[config.mk]
export PLATFORM = sky130hd
export DESIGN_NAME = datapath_ctrl_flat
export DESIGN_NICKNAME = d
export VERILOG_FILES = /design/src/rtl/datapath_ctrl_if.sv /design/src/rtl/datapath_ctrl.sv /design/src/flat_wrapper.sv
export SDC_FILE = /design/constraint.sdc
export NUM_CORES = 1
export LEC_CHECK = 0
export BUFFER_PORTS_ARGS = -buffer_cell sky130_fd_sc_hd__buf_2
export CORE_UTILIZATION = 45
export DETAILED_ROUTE_END_ITERATION = 12
export PLACE_DENSITY = 0.83
export SYNTH_ARGS = -nofsm -noshare
export SYNTH_HDL_FRONTEND = slang
export SYNTH_SLANG_ARGS = --single-unit
[constraint.sdc]
create_clock -name clock -period 1.5 [get_ports clock]
set_input_delay 0.3 -clock clock [delete_from_list [all_inputs] [get_ports clock]]
set_output_delay 0.3 -clock clock [all_outputs]
set_load 0.01 [all_outputs]
[src/rtl/datapath_ctrl_if.sv]
// Instruction/response handshake and datapath control bus between datapath_ctrl
// and its environment (instruction source, accumulator datapath, result consumer).
interface datapath_ctrl_if #(
    parameter int DATA_W = 4
);
    logic              instr_valid;
    logic              instr_ready;
    logic [1:0]        opcode;
    logic [DATA_W-1:0] operand;
    logic [DATA_W-1:0] acc_in;
    logic [DATA_W-1:0] ABus;
    logic              SelB;
    logic              LoadAC;
    logic              AddAlu;
    logic [DATA_W-1:0] result;
    logic              carry;
    logic              result_valid;
    logic              result_ready;

    modport slave (
        input  instr_valid, opcode, operand, acc_in, result_ready,
        output instr_ready, ABus, SelB, LoadAC, AddAlu, result, carry, result_valid
    );

    modport master (
        output instr_valid, opcode, operand, acc_in, result_ready,
        input  instr_ready, ABus, SelB, LoadAC, AddAlu, result, carry, result_valid
    );
endinterface

[src/rtl/datapath_ctrl.sv]
// Single-issue controller for an external accumulator datapath: accepts one
// instruction, drives the datapath load for it, then reports the accumulator.
module datapath_ctrl #(
    parameter int DATA_W = 4
) (
    input  logic           clock,
    input  logic           reset_n,
    datapath_ctrl_if.slave bus
);
    typedef enum logic [1:0] {IDLE, EXEC, WAIT, RESP} state_t;
    typedef enum logic [1:0] {OP_LOAD = 2'b00, OP_ADD = 2'b01, OP_CLEAR = 2'b10, OP_READ = 2'b11} op_t;

    state_t            state;
    state_t            state_nxt;
    op_t               opcode_q;
    logic [DATA_W-1:0] operand_q;
    logic [DATA_W-1:0] result_q;
    logic              carry_q;
    logic              accept;

    function automatic logic add_carry(input logic [DATA_W-1:0] a, input logic [DATA_W-1:0] b);
        logic [DATA_W:0] sum;
        sum = {1'b0, a} + {1'b0, b};
        return sum[DATA_W];
    endfunction

    assign accept = (state == IDLE) && bus.instr_valid;

    always_ff @(posedge clock or negedge reset_n) begin
        if (!reset_n) begin
            state <= IDLE;
        end else begin
            state <= state_nxt;
        end
    end

    // Datapath strobes are decoded from state alone so an async reset drops LoadAC at once
    always_comb begin
        state_nxt       = state;
        bus.instr_ready = 1'b0;
        bus.LoadAC      = 1'b0;
        bus.SelB        = 1'b0;
        bus.AddAlu      = 1'b0;
        case (state)
            IDLE: begin
                bus.instr_ready = 1'b1;
                if (bus.instr_valid) begin
                    state_nxt = (op_t'(bus.opcode) == OP_READ) ? WAIT : EXEC;
                end
            end
            EXEC: begin
                bus.LoadAC = 1'b1;
                bus.SelB   = (opcode_q == OP_ADD);
                bus.AddAlu = (opcode_q == OP_ADD);
                state_nxt  = WAIT;
            end
            WAIT: begin
                state_nxt = RESP;
            end
            RESP: begin
                if (bus.result_ready) begin
                    state_nxt = IDLE;
                end
            end
        endcase
    end

    always_ff @(posedge clock or negedge reset_n) begin
        if (!reset_n) begin
            opcode_q  <= OP_LOAD;
            operand_q <= '0;
            result_q  <= '0;
            carry_q   <= 1'b0;
        end else begin
            if (accept) begin
                opcode_q  <= op_t'(bus.opcode);
                // CLEAR latches zero so ABus carries the cleared value into and after EXEC
                operand_q <= (op_t'(bus.opcode) == OP_CLEAR) ? '0 : bus.operand;
            end
            if (state == EXEC) begin
                if (opcode_q == OP_ADD) begin
                    if (add_carry(bus.acc_in, operand_q)) begin
                        carry_q <= 1'b1;
                    end
                end else begin
                    carry_q <= 1'b0;
                end
            end
            if (state == WAIT) begin
                result_q <= bus.acc_in;
            end
        end
    end

    assign bus.ABus         = operand_q;
    assign bus.result       = result_q;
    assign bus.carry        = carry_q;
    assign bus.result_valid = (state == RESP);

endmodule

[src/flat_wrapper.sv]
// flat-port wrapper written by rule: the top's interface ports become plain ports
module datapath_ctrl_flat 
#(
    parameter int DATA_W = 4
)
  (clock, reset_n, bus_instr_valid, bus_opcode, bus_operand, bus_acc_in, bus_result_ready, bus_instr_ready, bus_ABus, bus_SelB, bus_LoadAC, bus_AddAlu, bus_result, bus_carry, bus_result_valid);
  datapath_ctrl_if #(.DATA_W(DATA_W)) bus_i ();
  input  logic clock;
  input  logic reset_n;
  input wire logic [$bits(bus_i.instr_valid)-1:0] bus_instr_valid;
  input wire logic [$bits(bus_i.opcode)-1:0] bus_opcode;
  input wire logic [$bits(bus_i.operand)-1:0] bus_operand;
  input wire logic [$bits(bus_i.acc_in)-1:0] bus_acc_in;
  input wire logic [$bits(bus_i.result_ready)-1:0] bus_result_ready;
  output wire logic [$bits(bus_i.instr_ready)-1:0] bus_instr_ready;
  output wire logic [$bits(bus_i.ABus)-1:0] bus_ABus;
  output wire logic [$bits(bus_i.SelB)-1:0] bus_SelB;
  output wire logic [$bits(bus_i.LoadAC)-1:0] bus_LoadAC;
  output wire logic [$bits(bus_i.AddAlu)-1:0] bus_AddAlu;
  output wire logic [$bits(bus_i.result)-1:0] bus_result;
  output wire logic [$bits(bus_i.carry)-1:0] bus_carry;
  output wire logic [$bits(bus_i.result_valid)-1:0] bus_result_valid;
  assign bus_i.instr_valid = bus_instr_valid;
  assign bus_i.opcode = bus_opcode;
  assign bus_i.operand = bus_operand;
  assign bus_i.acc_in = bus_acc_in;
  assign bus_i.result_ready = bus_result_ready;
  assign bus_instr_ready = bus_i.instr_ready;
  assign bus_ABus = bus_i.ABus;
  assign bus_SelB = bus_i.SelB;
  assign bus_LoadAC = bus_i.LoadAC;
  assign bus_AddAlu = bus_i.AddAlu;
  assign bus_result = bus_i.result;
  assign bus_carry = bus_i.carry;
  assign bus_result_valid = bus_i.result_valid;
  datapath_ctrl #(.DATA_W(DATA_W)) u_core (.clock(clock), .reset_n(reset_n), .bus(bus_i));
endmodule
After elaboration in Yosys (flattened, before gate mapping)
Index checks and enable logic that the tools add are counted.
{"block": "word_totals", "latchBits": 0, "ram_bits": 0, "out_inout_bits": 14, "memories": 0, "mem_bits_ro": 0, "elab_cells": 29, "ff_bits": 13, "input_bits": 14}
{"block": "op_classes", "mul": 0, "addsub": 1, "eq_ne": 9, "n_reduce_logical": 4, "div": 0, "shift": 0, "n_bitwise": 0, "mux": 10, "n_lt_le_gt_ge": 0}
{"op": "$eq A2 B2 Y1 const B", "n": 4}
{"op": "$pmux W2 S4", "n": 1}
{"op": "$mux W2", "n": 3}
{"op": "$ne A2 B2 Y1 const B", "n": 3}
{"op": "$add A4 B4 Y5", "n": 1}
{"op": "$mux W1", "n": 5}
{"op": "$eq A2 B1 Y1 const B", "n": 2}
{"op": "$mux W4", "n": 1}
{"op": "$reduce_and A2 Y1", "n": 2}
{"op": "$logic_not A2 Y1", "n": 1}
{"op": "$logic_and A1 B1 Y1", "n": 1}

Longest topological paths before layout
{"block": "depth", "depth_word": 4, "ltp_mapped": 5, "mapped_depth_nobuf": 5}

Worst setup path after synthesis
OpenSTA, ideal clock, no wires.
{"block": "synth_path", "path_kind": "reg2out", "start": "register u_core.state[1]", "end": "output port bus_SelB", "t_arrival_ns": 1.171, "required_ns": 1.200, "n_path_buf": 1, "path_stages_with_launch": 6, "slack_ns": 0.029, "path_cell_list": "dfrtp_1 inv_1 ha_1 nand2_1 nor2_1 buf_4"}
{"block": "synth_via", "elab_chain_cells": 2}
{"item": "start, declared", "line": "datapath_ctrl.sv:13", "text": "state_t state;"}
{"item": "start signal, assigned", "line": "datapath_ctrl.sv:33", "text": "state <= state_nxt;"}
{"item": "$eq A2 B1 Y1"}
{"item": "$mux W1"}
{"item": "end, declared", "line": "flat_wrapper.sv:17", "text": "output wire logic [$bits(bus_i.SelB)-1:0] bus_SelB;"}
Every way passes these cells.

Worst setup path after layout
{"block": "layout_path", "start": "register u_core.state[1]", "end": "output port bus_SelB"}
{"block": "layout_via", "elab_chain_cells": 2}
{"item": "$eq A2 B1 Y1", "line": "datapath_ctrl.sv:44", "text": "case (state)"}
{"item": "$mux W1", "line": "datapath_ctrl.sv:44"}
Every way passes these cells.

==> results.sh <==
export IMPL_rrSetupSlack_ns=0.02
export IMPL_routed_wl_um=1370
export IMPL_grt_antenna_before_repair=0
export IMPL_synth_distinct_cells=19
export IMPL_clock_fmax_mhz=662
export IMPL_ys_seq_area_share_pct=48.8
export IMPL_h_tree_depth=1
export IMPL_clockPowerShare_pct=10.7
export IMPL_dieArea_um2=1640
export IMPL_setup_viol=2
export IMPL_io_buffer_count=27
export IMPL_clk_latency_ns=0.27
export IMPL_vias_per_cell=5.00
export IMPL_startpoint_type="flip-flop"
export IMPL_rr_endpoint="u_core.state[1]$_DFFE_PN0P_"
export IMPL_arrival_ns=1.21
export IMPL_final_cell_area_um2=955
export IMPL_hold_path_class="in -> reg"
export IMPL_setup_worst_path_end_class="primary output"
export IMPL_p_leak_nw=0.493
export IMPL_overflow=0
export IMPL_track_usage_pct=18.9
export IMPL_finalWorstSetupSlack_ns=-0.0104
export IMPL_dieHeight_um=40.5
export IMPL_violations="setup timing"
export IMPL_r2r_start="u_core.state[1]$_DFFE_PN0P_"
export IMPL_numClockSinks=13
export IMPL_rsz0062_at_grt="yes"
export IMPL_drtIter0Drc=7
export IMPL_antenna_cells=0
export IMPL_min_to="u_core.bus.ABus[3]$_DFFE_PN0P_"
export IMPL_power_density_nw_per_um2=2040
export IMPL_pwr_share_seq_pct=33.8
export IMPL_min_path_cells=2
export IMPL_fin_skew_ns=0.00301
export IMPL_placed_area_um2=813
export IMPL_cts_max_path_buffers=2
export IMPL_whs_ns=0.241
export IMPL_yosys_area_top_type_share_pct=48.8
export IMPL_required_ns=1.20
export IMPL_crit_fanout=3
export IMPL_pre_cts_ws_ns=0.0985
export IMPL_regArea_um2=327
export IMPL_finalCriticalPeriod_ns=1.51
export IMPL_setup_worst_path_class="reg -> out"
export IMPL_synth_cell_area_um2=667
export IMPL_grt_max_degree=14
export IMPL_yosysTopAreaCell="dfrtp_1"
export IMPL_period_share_pct=101
export IMPL_num_vias=530
export IMPL_cts_buffers=3
export IMPL_swShare_pct=37.5
export IMPL_drv_slew=0
export IMPL_crit_path_start="u_core.state[1]$_DFFE_PN0P_"
export IMPL_synth_area_leaders="dfrtp_1, ha_1, mux2_2"
export IMPL_tightest_slew_ns=0.279
export IMPL_yosysWarnings=0
export IMPL_clock_root_buffer="clkbuf_4"
export IMPL_cts_tree="built"
export IMPL_ys_ff_latch=13
export IMPL_nFillCells=94
export IMPL_num_nets_final=114
export IMPL_grt_pass1_vias=464
export IMPL_layout_drive_gt1_share_pct=61.5
export IMPL_final_antenna_net_count=0
export IMPL_initial_core_util_pct=50.0
export IMPL_syn_inst=54
export IMPL_hold_violations=0
export IMPL_core_um2=1330
export IMPL_p_int_mw=1.22
export IMPL_syn_num_nets=76
export IMPL_die_width_um=40.5
export IMPL_power_share_combinational_pct=55.6
export IMPL_io_pins=28
export IMPL_wl_per_cell_um=13.0
export IMPL_worstHoldStart="bus_operand[3]"
export IMPL_grt_pass1_wl_um=1900
export IMPL_num_rows=13
export IMPL_remaining_drc_errors=0
export IMPL_worstRegToRegCells=7
export IMPL_multi_input_area_um2=352
export IMPL_areaGrowthSynthToFinish_pct=43.2
export IMPL_hpwlAfterDp_um=962
export IMPL_clk_pin_slew_worst_paths_ns=0.07
export IMPL_avgSynthCellArea_um2=12.3
export IMPL_gp_congestion=0.822
export IMPL_outcome="finished with violations"
export IMPL_slew_limit_headroom_pct=81.4
export IMPL_first_pass_iters=2
export IMPL_maxCapViolations=0
export IMPL_vdd_ir_drop_max_mv=1.08
export IMPL_power_net_switching_mw=0.730
export IMPL_power_mw=1.95
-- synth_stat cells --
master	n
dfrtp_1	13
ha_1	8
a21boi_1	1
nand3_1	1
inv_1	6
nor2_1	1
nor2b_1	1
o22ai_2	1
o32a_1	1
nand4_1	1
o21ai_0	3
a22o_2	4
buf_4	1
mux2_2	6
mux2i_1	1
a21oi_2	1
nand2_2	1
nand2_1	2
a21oi_1	1
-- through the flow --
step	cells	utilization (%)	TNS (ns)
after global placement	95	61.0	0
after global routing	106	71.6	-0.175
after floorplan	54	-	0
after detailed placement	95	61.0	0
after CTS	105	67.8	-0.0177
final	106	71.6	-0.0185
-- cell usage in the layout, fill, tap and decap left out, types with 2 or more instances in the layout --
cell      instances
buf_6             3
buf_2            24
inv_2             2
clkbuf_4          3
dfrtp_1          12
mux2_2            6
buf_4             6
inv_1             4
ha_4              2
ha_1              6
o21ai_0           2
a22o_2            4
-- layout make-up --
type / count / area share, %
Multi-Input combinational cell: 34 / 36.8
Sequential cell: 13 / 34.2
Timing Repair Buffer: 34 / 21.9
Clock buffer: 4 / 2.75
Inverter: 6 / 2.36
Tap cell: 15 / 1.97
-- logic make-up after synthesis --
family	synth area share (%)
adder cells (fa/ha/maj)	15.0
AND/OR/NAND/NOR	5.25
flip-flops	48.8
buffers and inverters	4.50
multiplexers	11.6
AO/OA/AOI/OAI	14.8
-- routing by layer --
layer	wire length, µm	vias up	part of all wire [%]	GRT usage (%)
li1	-	265	-	-
met4	17	0	1.2	7.50
met5	0	-	0	0
met2	742	16	54	32.1
met1	549	247	40	19.0
met3	63	2	4.6	10.0
-- critical path, stage by stage, from the launching register on --
cell and delay, ns:
dfrtp_1 0.41, inv_2 0.10, ha_4 0.15, nand2_4 0.05, nor2_4 0.11, buf_6 0.12
-- power by group through the flow --
stage | combinational (mW) | sequential (mW) | clock, mW
4_1_cts | 0.948 | 0.640 | 0.219
2_1_floorplan | 0.517 | 0.679 | 0
3_3_place_gp | 0.811 | 0.632 | 0
5_1_grt | 1.20 | 0.680 | 0.239
6_report | 1.08 | 0.658 | 0.208
3_5_place_dp | 0.831 | 0.640 | 0
-- worst max path at each step --
stage	endpoint	depth (start not counted)
6_report	bus_SelB	5
5_1_grt	bus_SelB	5
4_1_cts	bus_SelB	5
3_5_place_dp	bus_SelB	5
3_3_place_gp	u_core.state[1]$_DFFE_PN0P_	5
2_1_floorplan	bus_SelB	5
-- timing repair --
| item | CTS | global route |
|---|---|---|
| cloned | 0 | 0 |
| resized for setup | 5 | 10 |
| hold endpoints to repair | 13 | 0 |
| pin swaps | 2 | 3 |
| buffers inserted | 5 | 1 |
| hold buffers | 1 | 0 |
| endpoints found under the setup margin | 2 | 5 |
-- sequential cells by signal, summed over array words and instances, names as in the netlist --
signal and flops:
u_core.bus.ABus 4, u_core.bus.result 4, u_core.opcode_q 2, u_core.state 2, u_core.bus.carry 1
No activity file was read; power rests on OpenSTA's default activity.
